**src/rtl/switch_scanner_pkg.sv**
```systemverilog
// Shared definitions for the switch channel scanner: FSM state encoding,
// dwell counter width helper and output reset constants.
package switch_scanner_pkg;

    // Scanner operating mode
    typedef enum logic [0:0] {
        MANUAL = 1'b0,
        SCAN   = 1'b1
    } scan_state_e;

    // Reset values for the registered LED and CH_IDX outputs
    localparam int LED_RST_VAL = 0;
    localparam int IDX_RST_VAL = 0;

    // Width of a counter that must hold values 0..dwell (at least one bit)
    function automatic int dwell_cnt_w(input int dwell);
        if (dwell < 1) begin
            return 1;
        end
        return (dwell < 2) ? 1 : $clog2(dwell + 1);
    endfunction

endpackage

```
**src/rtl/switch_debounce.sv**
```systemverilog
// Width-parametrised two-flop synchroniser followed by a stability filter.
// The output takes the synchronised value only after it has been unchanged
// for DB_CYCLES consecutive cycles; the output resets to zero.
module switch_debounce #(
    parameter int W         = 1,
    parameter int DB_CYCLES = 500000
) (
    input  logic         clk_i,
    input  logic         rst_i,
    input  logic [W-1:0] din_i,
    output logic [W-1:0] dout_o
);

    localparam int CW = (DB_CYCLES < 2) ? 1 : $clog2(DB_CYCLES + 1);
    localparam logic [CW-1:0] DB_LIMIT = CW'(DB_CYCLES);

    logic [W-1:0]  sync1_q, sync2_q;
    logic [W-1:0]  cand_q;
    logic [W-1:0]  out_q, out_d;
    logic [CW-1:0] cnt_q, cnt_d;
    logic [CW-1:0] run;

    // Length of the current unchanged run, including this cycle
    always_comb begin
        run   = (sync2_q == cand_q) ? (cnt_q + CW'(1)) : CW'(1);
        out_d = out_q;
        cnt_d = cnt_q;
        if (sync2_q == out_q) begin
            cnt_d = '0;
        end else if (run >= DB_LIMIT) begin
            out_d = sync2_q;
            cnt_d = '0;
        end else begin
            cnt_d = run;
        end
    end

    // Synchroniser chain, candidate tracker and filter state
    always_ff @(posedge clk_i or posedge rst_i) begin
        if (rst_i) begin
            sync1_q <= '0;
            sync2_q <= '0;
            cand_q  <= '0;
            out_q   <= '0;
            cnt_q   <= '0;
        end else begin
            sync1_q <= din_i;
            sync2_q <= sync1_q;
            cand_q  <= sync2_q;
            out_q   <= out_d;
            cnt_q   <= cnt_d;
        end
    end

    assign dout_o = out_q;

endmodule

```
**src/rtl/switch_channel_scanner.sv**
```systemverilog
// Routes one of N_CH switch channels to the LED bank, either from the
// select switches (manual) or from a dwell-timed auto-scan.
// Optional feature macro: SWITCH_SCANNER_DEBOUNCE_EN (synchronise and
// debounce SEL/AUTO through switch_debounce).
module switch_channel_scanner
    import switch_scanner_pkg::*;
#(
    parameter int CH_W      = 2,
    parameter int N_CH      = 3,
    parameter int SEL_W     = 2,
    parameter int DWELL     = 50000000,
    parameter int DB_CYCLES = 500000
) (
    input  logic                 CLOCK_50,
    input  logic                 RESET,
    input  logic [N_CH*CH_W-1:0] SW_DATA,
    input  logic [SEL_W-1:0]     SEL,
    input  logic                 AUTO,
    input  logic                 HOLD,
    output logic [CH_W-1:0]      LED,
    output logic [SEL_W-1:0]     CH_IDX,
    output logic                 VALID
);

    localparam int CNT_W  = dwell_cnt_w(DWELL);
    localparam int N_SLOT = 2 ** SEL_W;
    localparam logic [CNT_W-1:0] CNT_LAST = CNT_W'(DWELL - 1);
    localparam logic [SEL_W-1:0] IDX_LAST = SEL_W'(N_CH - 1);
    localparam logic [SEL_W:0]   N_CH_V   = (SEL_W + 1)'(N_CH);

    // Parameter sanity checks at elaboration
    generate
        if (N_SLOT < N_CH) begin : g_bad_sel_w
            $error("switch_channel_scanner: 2**SEL_W must be >= N_CH");
        end
        if (N_CH < 2) begin : g_bad_n_ch
            $error("switch_channel_scanner: N_CH must be >= 2");
        end
        if (DWELL < 1) begin : g_bad_dwell
            $error("switch_channel_scanner: DWELL must be >= 1");
        end
        if (DB_CYCLES < 1) begin : g_bad_db
            $error("switch_channel_scanner: DB_CYCLES must be >= 1");
        end
    endgenerate

    // Channel slots padded to the full index range; unused slots read zero
    // so an out-of-range manual select naturally drives LED low.
    logic [CH_W-1:0] ch_slots [N_SLOT];

    generate
        for (genvar gi = 0; gi < N_SLOT; gi++) begin : g_slot
            if (gi < N_CH) begin : g_used
                assign ch_slots[gi] = SW_DATA[gi*CH_W +: CH_W];
            end else begin : g_unused
                assign ch_slots[gi] = '0;
            end
        end
    endgenerate

    // Effective (optionally filtered) mode and select inputs
    logic             auto_eff;
    logic [SEL_W-1:0] sel_eff;

`ifdef SWITCH_SCANNER_DEBOUNCE_EN
    logic [SEL_W:0] db_out;

    switch_debounce #(
        .W         (SEL_W + 1),
        .DB_CYCLES (DB_CYCLES)
    ) u_debounce (
        .clk_i  (CLOCK_50),
        .rst_i  (RESET),
        .din_i  ({AUTO, SEL}),
        .dout_o (db_out)
    );

    assign auto_eff = db_out[SEL_W];
    assign sel_eff  = db_out[SEL_W-1:0];
`else
    assign auto_eff = AUTO;
    assign sel_eff  = SEL;
`endif

    logic sel_ok;
    assign sel_ok = ({1'b0, sel_eff} < N_CH_V);

    scan_state_e      state_q, state_d;
    logic [SEL_W-1:0] idx_q, idx_d;
    logic [CNT_W-1:0] cnt_q, cnt_d;
    logic [CH_W-1:0]  led_q, led_d;
    logic             valid_q, valid_d;

    // Next-state: mode transitions, manual select, dwell stepping with HOLD
    always_comb begin
        state_d = state_q;
        idx_d   = idx_q;
        cnt_d   = cnt_q;
        valid_d = valid_q;
        case (state_q)
            MANUAL: begin
                cnt_d = '0;
                if (auto_eff) begin
                    state_d = SCAN;
                    idx_d   = sel_ok ? sel_eff : '0;
                    valid_d = 1'b1;
                end else begin
                    idx_d   = sel_eff;
                    valid_d = sel_ok;
                end
            end
            SCAN: begin
                if (!auto_eff) begin
                    state_d = MANUAL;
                    idx_d   = sel_eff;
                    valid_d = sel_ok;
                    cnt_d   = '0;
                end else begin
                    valid_d = 1'b1;
                    // HOLD freezes both counter and index, even on the advance cycle
                    if (!HOLD) begin
                        if (cnt_q == CNT_LAST) begin
                            cnt_d = '0;
                            idx_d = (idx_q == IDX_LAST) ? '0 : (idx_q + SEL_W'(1));
                        end else begin
                            cnt_d = cnt_q + CNT_W'(1);
                        end
                    end
                end
            end
            default: begin
                state_d = MANUAL;
                idx_d   = '0;
                cnt_d   = '0;
                valid_d = 1'b0;
            end
        endcase
        // LED follows the live switches of the index being registered now
        led_d = ch_slots[idx_d];
    end

    // Registered state and outputs, cleared asynchronously by RESET
    always_ff @(posedge CLOCK_50 or posedge RESET) begin
        if (RESET) begin
            state_q <= MANUAL;
            idx_q   <= SEL_W'(IDX_RST_VAL);
            cnt_q   <= '0;
            led_q   <= CH_W'(LED_RST_VAL);
            valid_q <= 1'b0;
        end else begin
            state_q <= state_d;
            idx_q   <= idx_d;
            cnt_q   <= cnt_d;
            led_q   <= led_d;
            valid_q <= valid_d;
        end
    end

    assign LED    = led_q;
    assign CH_IDX = idx_q;
    assign VALID  = valid_q;

endmodule
```
**config.mk**
```make
export PLATFORM = sky130hd
export DESIGN_NAME = switch_channel_scanner
export DESIGN_NICKNAME = d
export VERILOG_FILES = /design/src/rtl/switch_scanner_pkg.sv /design/src/rtl/switch_debounce.sv /design/src/rtl/switch_channel_scanner.sv
export SDC_FILE = /design/constraint.sdc
export NUM_CORES = 1
export LEC_CHECK = 0
export BUFFER_PORTS_ARGS = -buffer_cell sky130_fd_sc_hd__buf_2
export CELL_PAD_IN_SITES_DETAIL_PLACEMENT = 0
export CELL_PAD_IN_SITES_GLOBAL_PLACEMENT = 1
export CORE_MARGIN = 2
export CORE_UTILIZATION = 31
export DETAILED_ROUTE_END_ITERATION = 16
export GPL_TIMING_DRIVEN = 0
export HOLD_SLACK_MARGIN = 0.1
export PLACE_DENSITY = 0.66
export REMOVE_ABC_BUFFERS = 1
export SLEW_MARGIN = 20
export SYNTH_ARGS = -nofsm -noshare
export SYNTH_HDL_FRONTEND = slang
export SYNTH_SLANG_ARGS = --single-unit
export TNS_END_PERCENT = 50
```
**constraint.sdc**
```tcl
create_clock -name CLOCK_50 -period 2.4 [get_ports CLOCK_50]
set_clock_uncertainty 0.05 [all_clocks]
set_input_delay 0.36 -clock CLOCK_50 [delete_from_list [all_inputs] [get_ports CLOCK_50]]
set_output_delay 0.36 -clock CLOCK_50 [all_outputs]
set_load 0.02 [all_outputs]
```
==> results of run 1 <==
worst paths after layout:
path,start,endpoint,slack [ps],cells past startpoint
hold / removal,RESET,state_q$_DFF_PP0_,120,2
hold reg to reg,cnt_q[25]$_DFFE_PP0P_,cnt_q[25]$_DFFE_PP0P_,420,1
min in group CLOCK_50,AUTO,state_q$_DFF_PP0_,210,1
setup / recovery,cnt_q[0]$_DFFE_PP0P_,LED[1]$_DFF_PP0_,-8,7
max in group asynchronous,RESET,cnt_q[8]$_DFFE_PP0P_,1690,2
setup reg to reg,cnt_q[0]$_DFFE_PP0P_,LED[1]$_DFF_PP0_,-8,7
layout make-up:
class | instances | area [µm²]
fillers | 568 | 3270
multi-input cells | 138 | 940
flip-flops and latches | 32 | 805
repair buffers | 27 | 163
well taps | 72 | 90.1
clock buffers | 6 | 72.6
clock inverters | 2 | 35.0
inverters | 7 | 26.3
per-stage QoR:
stage / util (%) / hold WS, ps / instances
global placement: 34.4 / 416 / 265
floorplan: - / 341 / 177
detailed placement: 34.6 / 417 / 265
global route: 39.4 / 193 / 284
finish: 39.4 / 125 / 284
CTS: 38.5 / 161 / 281
cells in the final DEF, fill, tap and decap left out, drive strengths merged, types with 5 or more instances in the layout:
master and instances:
dfrtp 32, clkbuf 6, o21ai 18, nand2 18, a21oi 9, nand4 7, inv 7, or3 5
xor2 10, nand3 12, buf 27, nor2 19
per-layer routing:
metal,routed length [µm],vias to the layer above,global-route usage (%),share of wire (%)
met5,0,-,0,0
met4,29,0,3.86,0.77
met3,139,4,3.91,3.7
met2,1720,21,21.1,46
met1,1870,684,18.3,50
li1,-,712,-,-
power by group through the flow:
stage / Sequential, mW / Clock, mW / Combinational, mW
after floorplan: 0.576 / 0 / 0.0414
after global placement: 0.566 / 0 / 0.0837
after detailed placement: 0.566 / 0 / 0.0844
after CTS: 0.555 / 0.524 / 0.0934
after global routing: 0.556 / 0.550 / 0.107
final: 0.555 / 0.509 / 0.0953
cell usage after synthesis (all sizes together), types with 5 or more instances:
cell type,count
nand2,18
or3,5
nor2,19
dfrtp,32
xor2,10
nand3,12
a21oi,9
o21ai,18
nand4,7
inv,7
cells by family (layout without fill, tap and decap cells):
| logic type | Yosys count | after routing |
|---|---|---|
| DFF | 32 | 32 |
| xor gates and xnor gates | 13 | 13 |
| adders and majority gates | 1 | 1 |
| AOI/OAI and AO/OA | 37 | 37 |
| muxes | 4 | 4 |
| and+or+nand+nor | 83 | 83 |
| buffers and inverters | 12 | 42 |
state kept, by name (all words and copies together), names as in the netlist:
register,flops
VALID,1
CH_IDX,2
state_q,1
LED,2
cnt_q,26
repair_timing:
action | in CTS | in global routing
resized for setup | 10 | 5
setup buffers | 8 | 3
endpoints found under the setup margin | 8 | 8
pin swaps | 5 | 4
==> results.cfg, run 1 <==
[run_status]
status = finished with violations
violations = setup timing

[cts]
cts-root-buf = clkbuf_8
cts_max_level = 2
cts_buffers = 5
tritoncts = yes
path_clk_slew_ps = 70
cts_hold_buf = 0
cts_max_path_buffers = 2
clk-insertion-delay-late_ps = 280
clock-sinks = 32

[worst_hold_path]
hold_path.class = in -> async

[place]
gp_congestion = 0.717
portBuffers = 16
hpwl_mm = 2.45
pre_cts_slack_ps = -373
postPlaceCellArea_um2 = 1870

[pwr]
switching_share_pct = 22.8
clockPowerShare_pct = 43.9
leakage_nw = 0.891
total_power_mw = 1.16
comb_power_share_pct = 8.2
p_seq_share_pct = 47.9
p_sw_uw = 264
power.density_nw_per_um2 = 544
p_int_uw = 895
ir_drop_mv = 0.226

[timing]
worst_pin_slew_ps = 772
layout_setup_ws_ps = -7.52
finalCriticalPeriod_ps = 2410
fin_setup_tns_ps = -7.52
max_freq_ghz = 0.415
setup_violations = 1
period_share_pct = 100
drv_slew = 0
grt_setup_unrepaired = yes
relSlewSlack_pct = 48.5
hold_viol_final = 0

[logic_synthesis]
synth_edf_count = 0
yosysTopAreaCell = dfrtp_1
ys_warn_count = 0
synth_xor_area_share_pct = 6.65
synth_compound_area_share_pct = 13.0
synthAdderAreaFrac_pct = 0.731
synth_top_family_by_area = simple AND/OR/NAND/NOR gates
yosysTopAreaCellShare_pct = 46.8
async_flop_share_pct = 100
ys_seq_area_share_pct = 46.8
synthTopCellsByArea = dfrtp_1 (47%), xor2_1 (5.1%), o21ai_0 (4.7%), nor2_1 (4.2%), nand2_1 (3.9%)
postSynthCellCount = 182
synth_flop_cell = dfrtp_1
yosys.area_share.simple_pct = 27.4
syn-cell-area_um2 = 1710
synth_cell_types = 36
syn_avg_cell_area_um2 = 9.40
ys_seq_elements = 32
muxShareOfSynthArea_pct = 2.63

[critical_path]
cp_max_fo = 3
start_kind = flop
cp.arrival_ps = 2520
critPathKind = reg -> reg
critPathTopFamily = simple AND/OR/NAND/NOR gates
crit_slowest_cell = or4_4
slowest_delay_ps = 510
end_kind = flop
crit_top_cell = mux2_4
cp.required_ps = 2510
cp.buffers_inverters = 0
cp_cell_sequence = ha_4, and4_4, nand4_4, or4_4, a31oi_4, mux2_4, mux2_4

[route]
via_per_inst = 5.00
wirelength_mm = 3.76
drc_errors = 0
drtAntennaViolNets = 0
drt_iter0_drc = 64
vias = 1421
wl_per_cell_um = 13.2
dr.pass1.iters = 4

[run]
max_cap_violations = 0

[global_route]
antenna_found_initial = 0
grt_first_pass_wirelength_mm = 6.53
grt_max_degree = 33
track_usage_pct = 13.5
grt-ovfl-total = 0
grt_pass1_vias = 1357

[die]
die_x_um = 78.3
dieArea_um2 = 6130
start_util_pct = 31.7
rows = 27
io_pins = 17
core_area_um2 = 5410
die_h_um = 78.3

[final_layout]
nNetsFinal = 224
antenna_cells = 0
syn_to_final_growth_pct = 24.5
fin_area_um2 = 2130
drive_above_1_share_pct = 25.5
Power figures use the tool's default switching activity.
==> inputs of run 2 (changes only) <==
==> constraint.sdc (replaced) <==
create_clock -name CLOCK_50 -period 2.4 [get_ports CLOCK_50]
set_clock_uncertainty 0.05 [all_clocks]
set_input_delay 0.24 -clock CLOCK_50 [delete_from_list [all_inputs] [get_ports CLOCK_50]]
set_output_delay 0.24 -clock CLOCK_50 [all_outputs]
set_load 0.02 [all_outputs]
==> run 2 against run 1 <==
  * The run still ends with setup timing left
  * Flip-flop and latch count unchanged
  * Fmax about the same
  * Register-to-register slack about the same
  * Sequential power about the same
  * Die area unchanged
  * Hold slack got worse by 1.6 ps
  * Critical endpoint unchanged
==> results.cfg, run 2 (same netlist as run 1, synthesis figures left out) <==
[timing]
fin_setup_tns_ps = -7.53
max_freq_ghz = 0.415
layout_setup_ws_ps = -7.53
period_share_pct = 100
finalCriticalPeriod_ps = 2410
hold-worst-slack_ps = 123
setup_violations = 1
grt_setup_unrepaired = yes
drv_slew = 0
relSlewSlack_pct = 48.5
worst_pin_slew_ps = 772
hold_viol_final = 0

[cts]
path_clk_slew_ps = 70
clk-insertion-delay-late_ps = 280
cts-root-buf = clkbuf_8
cts_max_path_buffers = 2
clock-sinks = 32
cts_buffers = 5
cts_max_level = 2
tritoncts = yes

[global_route]
grt-ovfl-total = 0
grt_first_pass_wirelength_mm = 6.54
grt_max_degree = 33
track_usage_pct = 13.6
grt_pass1_vias = 1363
antenna_found_initial = 0

[route]
drc_errors = 0
wirelength_mm = 3.77
drt_iter0_drc = 96
dr.pass1.iters = 4
wl_per_cell_um = 13.2
vias = 1422
drtAntennaViolNets = 0
via_per_inst = 4.97

[critical_path]
critPathKind = reg -> reg
cp_max_fo = 3
end_kind = flop
critPathTopFamily = simple AND/OR/NAND/NOR gates
cp.arrival_ps = 2520
cp_cell_sequence = ha_4, and4_4, nand4_4, or4_4, a31oi_4, mux2_4, mux2_4
start_kind = flop
cp.required_ps = 2510
crit_slowest_cell = or4_4
crit_top_cell = mux2_4
slowest_delay_ps = 510
cp.buffers_inverters = 0

[final_layout]
antenna_cells = 0
syn_to_final_growth_pct = 25.7
layoutNonFillerInstCount = 286
largest_reg_flops = 26
fin_util_pct = 39.8
nNetsFinal = 226
n_fill_cell = 566
final_common_cell = dfrtp_1
drive_above_1_share_pct = 25.2
fin_area_um2 = 2150
largest_register = cnt_q
layout_common_cells = dfrtp_1 (29), nor2_1 (19), nand2_1 (18), o21ai_0 (16), buf_2 (16)

[place]
gp_congestion = 0.717
hpwl_mm = 2.45
place_inst = 265
pre_cts_slack_ps = -373
postPlaceCellArea_um2 = 1870
portBuffers = 16

[run_status]
status = finished with violations
violations = setup timing

[die]
io_pins = 17
die_h_um = 78.3
dieArea_um2 = 6130
core_area_um2 = 5410
die_x_um = 78.3
start_util_pct = 31.7
rows = 27

[pwr]
leakage_nw = 0.899
total_power_mw = 1.16
ir_drop_mv = 0.226
power.density_nw_per_um2 = 540

[run]
max_cap_violations = 0

[worst_hold_path]
hold_path.class = in -> reg
==> run 2: repair_timing <==
action	in CTS	in global routing
pin swaps	5	4
gates resized for setup	10	5
buffers inserted	8	3
endpoints found under the setup margin	8	8
hold buffers	2	0
hold endpoints to repair	33	0
==> run 2: worst register-to-register path: cells and delay by family (launching register included) <==
kind            cells  cell delay [ps]
compound gates      1              250
simple gates        3              860
flops               1              400
mux                 2              580
fa+ha+maj           1              150
==> run 2: where the power goes <==
group          total (mW)  switching (mW)  leakage [nW]  internal [mW]
logic              0.0977          0.0575         0.417         0.0401
registers           0.555         0.00617         0.427          0.549
clock network       0.508           0.200        0.0552          0.308
total                1.16           0.264         0.899          0.897
==> run 2: layout make-up <==
class / instances / area (µm²) / area share [%]
inverter: 7 / 26.3 / 1.22
sequential: 32 / 805 / 37.4
clock inverter: 2 / 35.0 / 1.63
timing repair buffer: 29 / 183 / 8.49
clock buffer: 6 / 72.6 / 3.37
multi-input combinational: 138 / 940 / 43.7
tap: 72 / 90.1 / 4.19
==> run 2: final timing paths <==
kind | slack [ps] | to | startpoint | depth (start not counted)
hold reg to reg | 420 | cnt_q[25]$_DFFE_PP0P_ | cnt_q[25]$_DFFE_PP0P_ | 1
setup reg to reg | -8 | LED[1]$_DFF_PP0_ | cnt_q[0]$_DFFE_PP0P_ | 7
min in group asynchronous | 550 | state_q$_DFF_PP0_ | RESET | 3
hold / removal | 120 | VALID$_DFF_PP0_ | SEL[1] | 2
setup / recovery | -8 | LED[1]$_DFF_PP0_ | cnt_q[0]$_DFFE_PP0P_ | 7
max in group asynchronous | 1270 | cnt_q[8]$_DFFE_PP0P_ | RESET | 3
==> run 2: layer usage <==
metal / routed length [µm] / vias to the layer above / track usage (%)
li1: - / 715 / -
met1: 1870 / 682 / 18.3
met2: 1720 / 21 / 21.2
met3: 145 / 4 / 3.91
met4: 29 / 0 / 3.86
met5: 0 / - / 0
==> inputs of run 3 (changes only) <==
--- a/config.mk
+++ b/config.mk
@@ -13,7 +13,7 @@
 export DETAILED_ROUTE_END_ITERATION = 16
 export GPL_TIMING_DRIVEN = 0
 export HOLD_SLACK_MARGIN = 0.1
-export PLACE_DENSITY = 0.66
+export PLACE_DENSITY_LB_ADDON = 0.1
 export REMOVE_ABC_BUFFERS = 1
 export SLEW_MARGIN = 20
 export SYNTH_ARGS = -nofsm -noshare
==> run 3 against run 2 <==
  * The flow still finishes with violations (setup timing)
  * First-iteration DRC count is 6.3% lower
  * Sequential share of layout area decreased by 0.080 points
  * Total power barely moved
  * Combinational power grew 5%
  * Global-route usage up 1.5 points
  * Clock-buffer cell count did not move
  * Via count grew 1.5%
  * Core utilization is essentially flat
  * Flip-flop and latch count unchanged
  * Clock power down 0.8%
  * Fmax shrank 0.93%
  * Sequential power barely moved
  * Highest routed layer unchanged
==> results.cfg, run 3 (same netlist as run 1, synthesis figures left out) <==
[run_status]
status = finished with violations
violations = setup timing

[route]
wirelength_mm = 4.10
dr.pass1.iters = 4
drtAntennaViolNets = 0
wl_per_cell_um = 14.3
vias = 1443
drc_errors = 0
drt_iter0_drc = 90
via_per_inst = 5.03

[critical_path]
cp.required_ps = 2520
critPathKind = reg -> reg
start_kind = flop
r2r_end = LED[1]$_DFF_PP0_
r2r_cells = 6
end_kind = flop
cp.arrival_ps = 2550
timing.rr.start = cnt_q[7]$_DFFE_PP0P_
cp_max_fo = 6
reg2reg_slack_ps = -30

[run]
max_cap_violations = 0

[pwr]
comb_power_share_pct = 8.9
switching_share_pct = 22.5
p_sw_uw = 262
p_seq_share_pct = 47.8
total_power_mw = 1.16
p_int_uw = 900
leakage_nw = 0.910
ir_drop_mv = 0.268
clockPowerShare_pct = 43.4
power.density_nw_per_um2 = 540

[timing]
max_freq_ghz = 0.412
layout_setup_ws_ps = -30.1
drv_slew = 0
grt_setup_unrepaired = yes
period_share_pct = 101
worst_pin_slew_ps = 779
finalCriticalPeriod_ps = 2430
relSlewSlack_pct = 48.0
setup_violations = 2
hold_viol_final = 0

[cts]
clock-sinks = 32
cts_buffers = 5
cts-root-buf = clkbuf_8
cts_max_level = 2
tritoncts = yes
path_clk_slew_ps = 70
cts_max_path_buffers = 2
clk-insertion-delay-late_ps = 280

[global_route]
grt_pass1_vias = 1446
grt_max_degree = 33
grt-ovfl-total = 0
antenna_found_initial = 0
grt_first_pass_wirelength_mm = 7.02
track_usage_pct = 15.0

[place]
gp_congestion = 0.758
hpwl_mm = 2.79
postPlaceCellArea_um2 = 1880
portBuffers = 16
pre_cts_slack_ps = -377

[die]
start_util_pct = 31.7
die_x_um = 78.3
dieArea_um2 = 6130
die_h_um = 78.3
core_area_um2 = 5410
rows = 27
io_pins = 17

[final_layout]
syn_to_final_growth_pct = 25.7
final_common_cell = dfrtp_1
drive_above_1_share_pct = 25.1
nNetsFinal = 227
largest_reg_flops = 26
largest_register = cnt_q
antenna_cells = 0
layout_common_cells = dfrtp_1 (30), nor2_1 (19), nand2_1 (18), o21ai_0 (16), buf_2 (16)
fin_area_um2 = 2150

[worst_hold_path]
min_path_cells = 2
hold_path.startpoint = SEL[1]
hold_path.class = in -> reg
min_to = VALID$_DFF_PP0_
run 3: changes by cell type in the layout (fill, tap and decap cells not counted):
cell and change:
mux2_2 -1, mux2_4 +1, dfrtp_1 +1, buf_4 +1, o31ai_4 -1, o31ai_2 +1
dfrtp_2 -1
run 3: worst max path at each step:
stage | startpoint | end | slack [ps] | cells past startpoint
6_report | cnt_q[7]$_DFFE_PP0P_ | LED[1]$_DFF_PP0_ | -30 | 6
2_1_floorplan | cnt_q[0]$_DFFE_PP0P_ | LED[0]$_DFF_PP0_ | -80 | 7
4_1_cts | cnt_q[10]$_DFFE_PP0P_ | LED[1]$_DFF_PP0_ | -50 | 6
3_3_place_gp | cnt_q[0]$_DFFE_PP0P_ | cnt_q[18]$_DFFE_PP0P_ | -670 | 7
3_5_place_dp | cnt_q[0]$_DFFE_PP0P_ | LED[1]$_DFF_PP0_ | -380 | 7
5_1_grt | cnt_q[10]$_DFFE_PP0P_ | LED[1]$_DFF_PP0_ | -110 | 6
run 3: power groups by stage:
| stage | Sequential, mW | Clock [mW] | Combinational (mW) |
|---|---|---|---|
| finish | 0.555 | 0.504 | 0.103 |
| global placement | 0.565 | 0 | 0.0833 |
| floorplan | 0.576 | 0 | 0.0414 |
| detailed placement | 0.565 | 0 | 0.0867 |
| global route | 0.556 | 0.550 | 0.115 |
| CTS | 0.555 | 0.517 | 0.103 |
run 3: area by class of cell:
| cell class | count | area, µm² |
|---|---|---|
| Fill cell | 559 | 3250 |
| Timing Repair Buffer | 30 | 190 |
| Tap cell | 72 | 90.1 |
| Sequential cell | 32 | 803 |
| Multi-Input combinational cell | 138 | 935 |
| Clock inverter | 2 | 35.0 |
| Clock buffer | 6 | 72.6 |
| Inverter | 7 | 26.3 |
run 3: critical path: stages, from the launching register on:
cell and delay (ps):
dfrtp_1 470, nor3b_2 290, nand4_4 170, or4_4 520
a31oi_4 230, mux2_4 330, mux2_4 260
run 3: layer usage:
metal  global-route usage [%]  routed length (µm)  vias to the layer above
li1                         -                   -                      720
met1                     21.1                2010                      706
met2                     22.6                1950                       12
met3                     3.79                 108                        5
met4                     5.09                  28                        0
met5                        0                   0                        -
run 3: timing repair:
action / 4_1_cts / 5_1_grt
endpoints found under the setup margin: 2 / 5
pin swaps: 5 / 2
resized for setup: 11 / 3
setup buffers: 9 / 2
endpoints found under the hold margin: 33 / 0
hold buffers: 2 / 0
run 3: metrics by stage:
step | util (%) | instances | hold slack (ps) | setup TNS, ps
after floorplan | - | 177 | 221 | -167
after global placement | 34.4 | 265 | 370 | -7920
after detailed placement | 34.7 | 266 | 341 | -738
after CTS | 39.3 | 285 | 104 | -102
after global routing | 39.8 | 287 | 125 | -219
final | 39.8 | 287 | 115 | -55.5
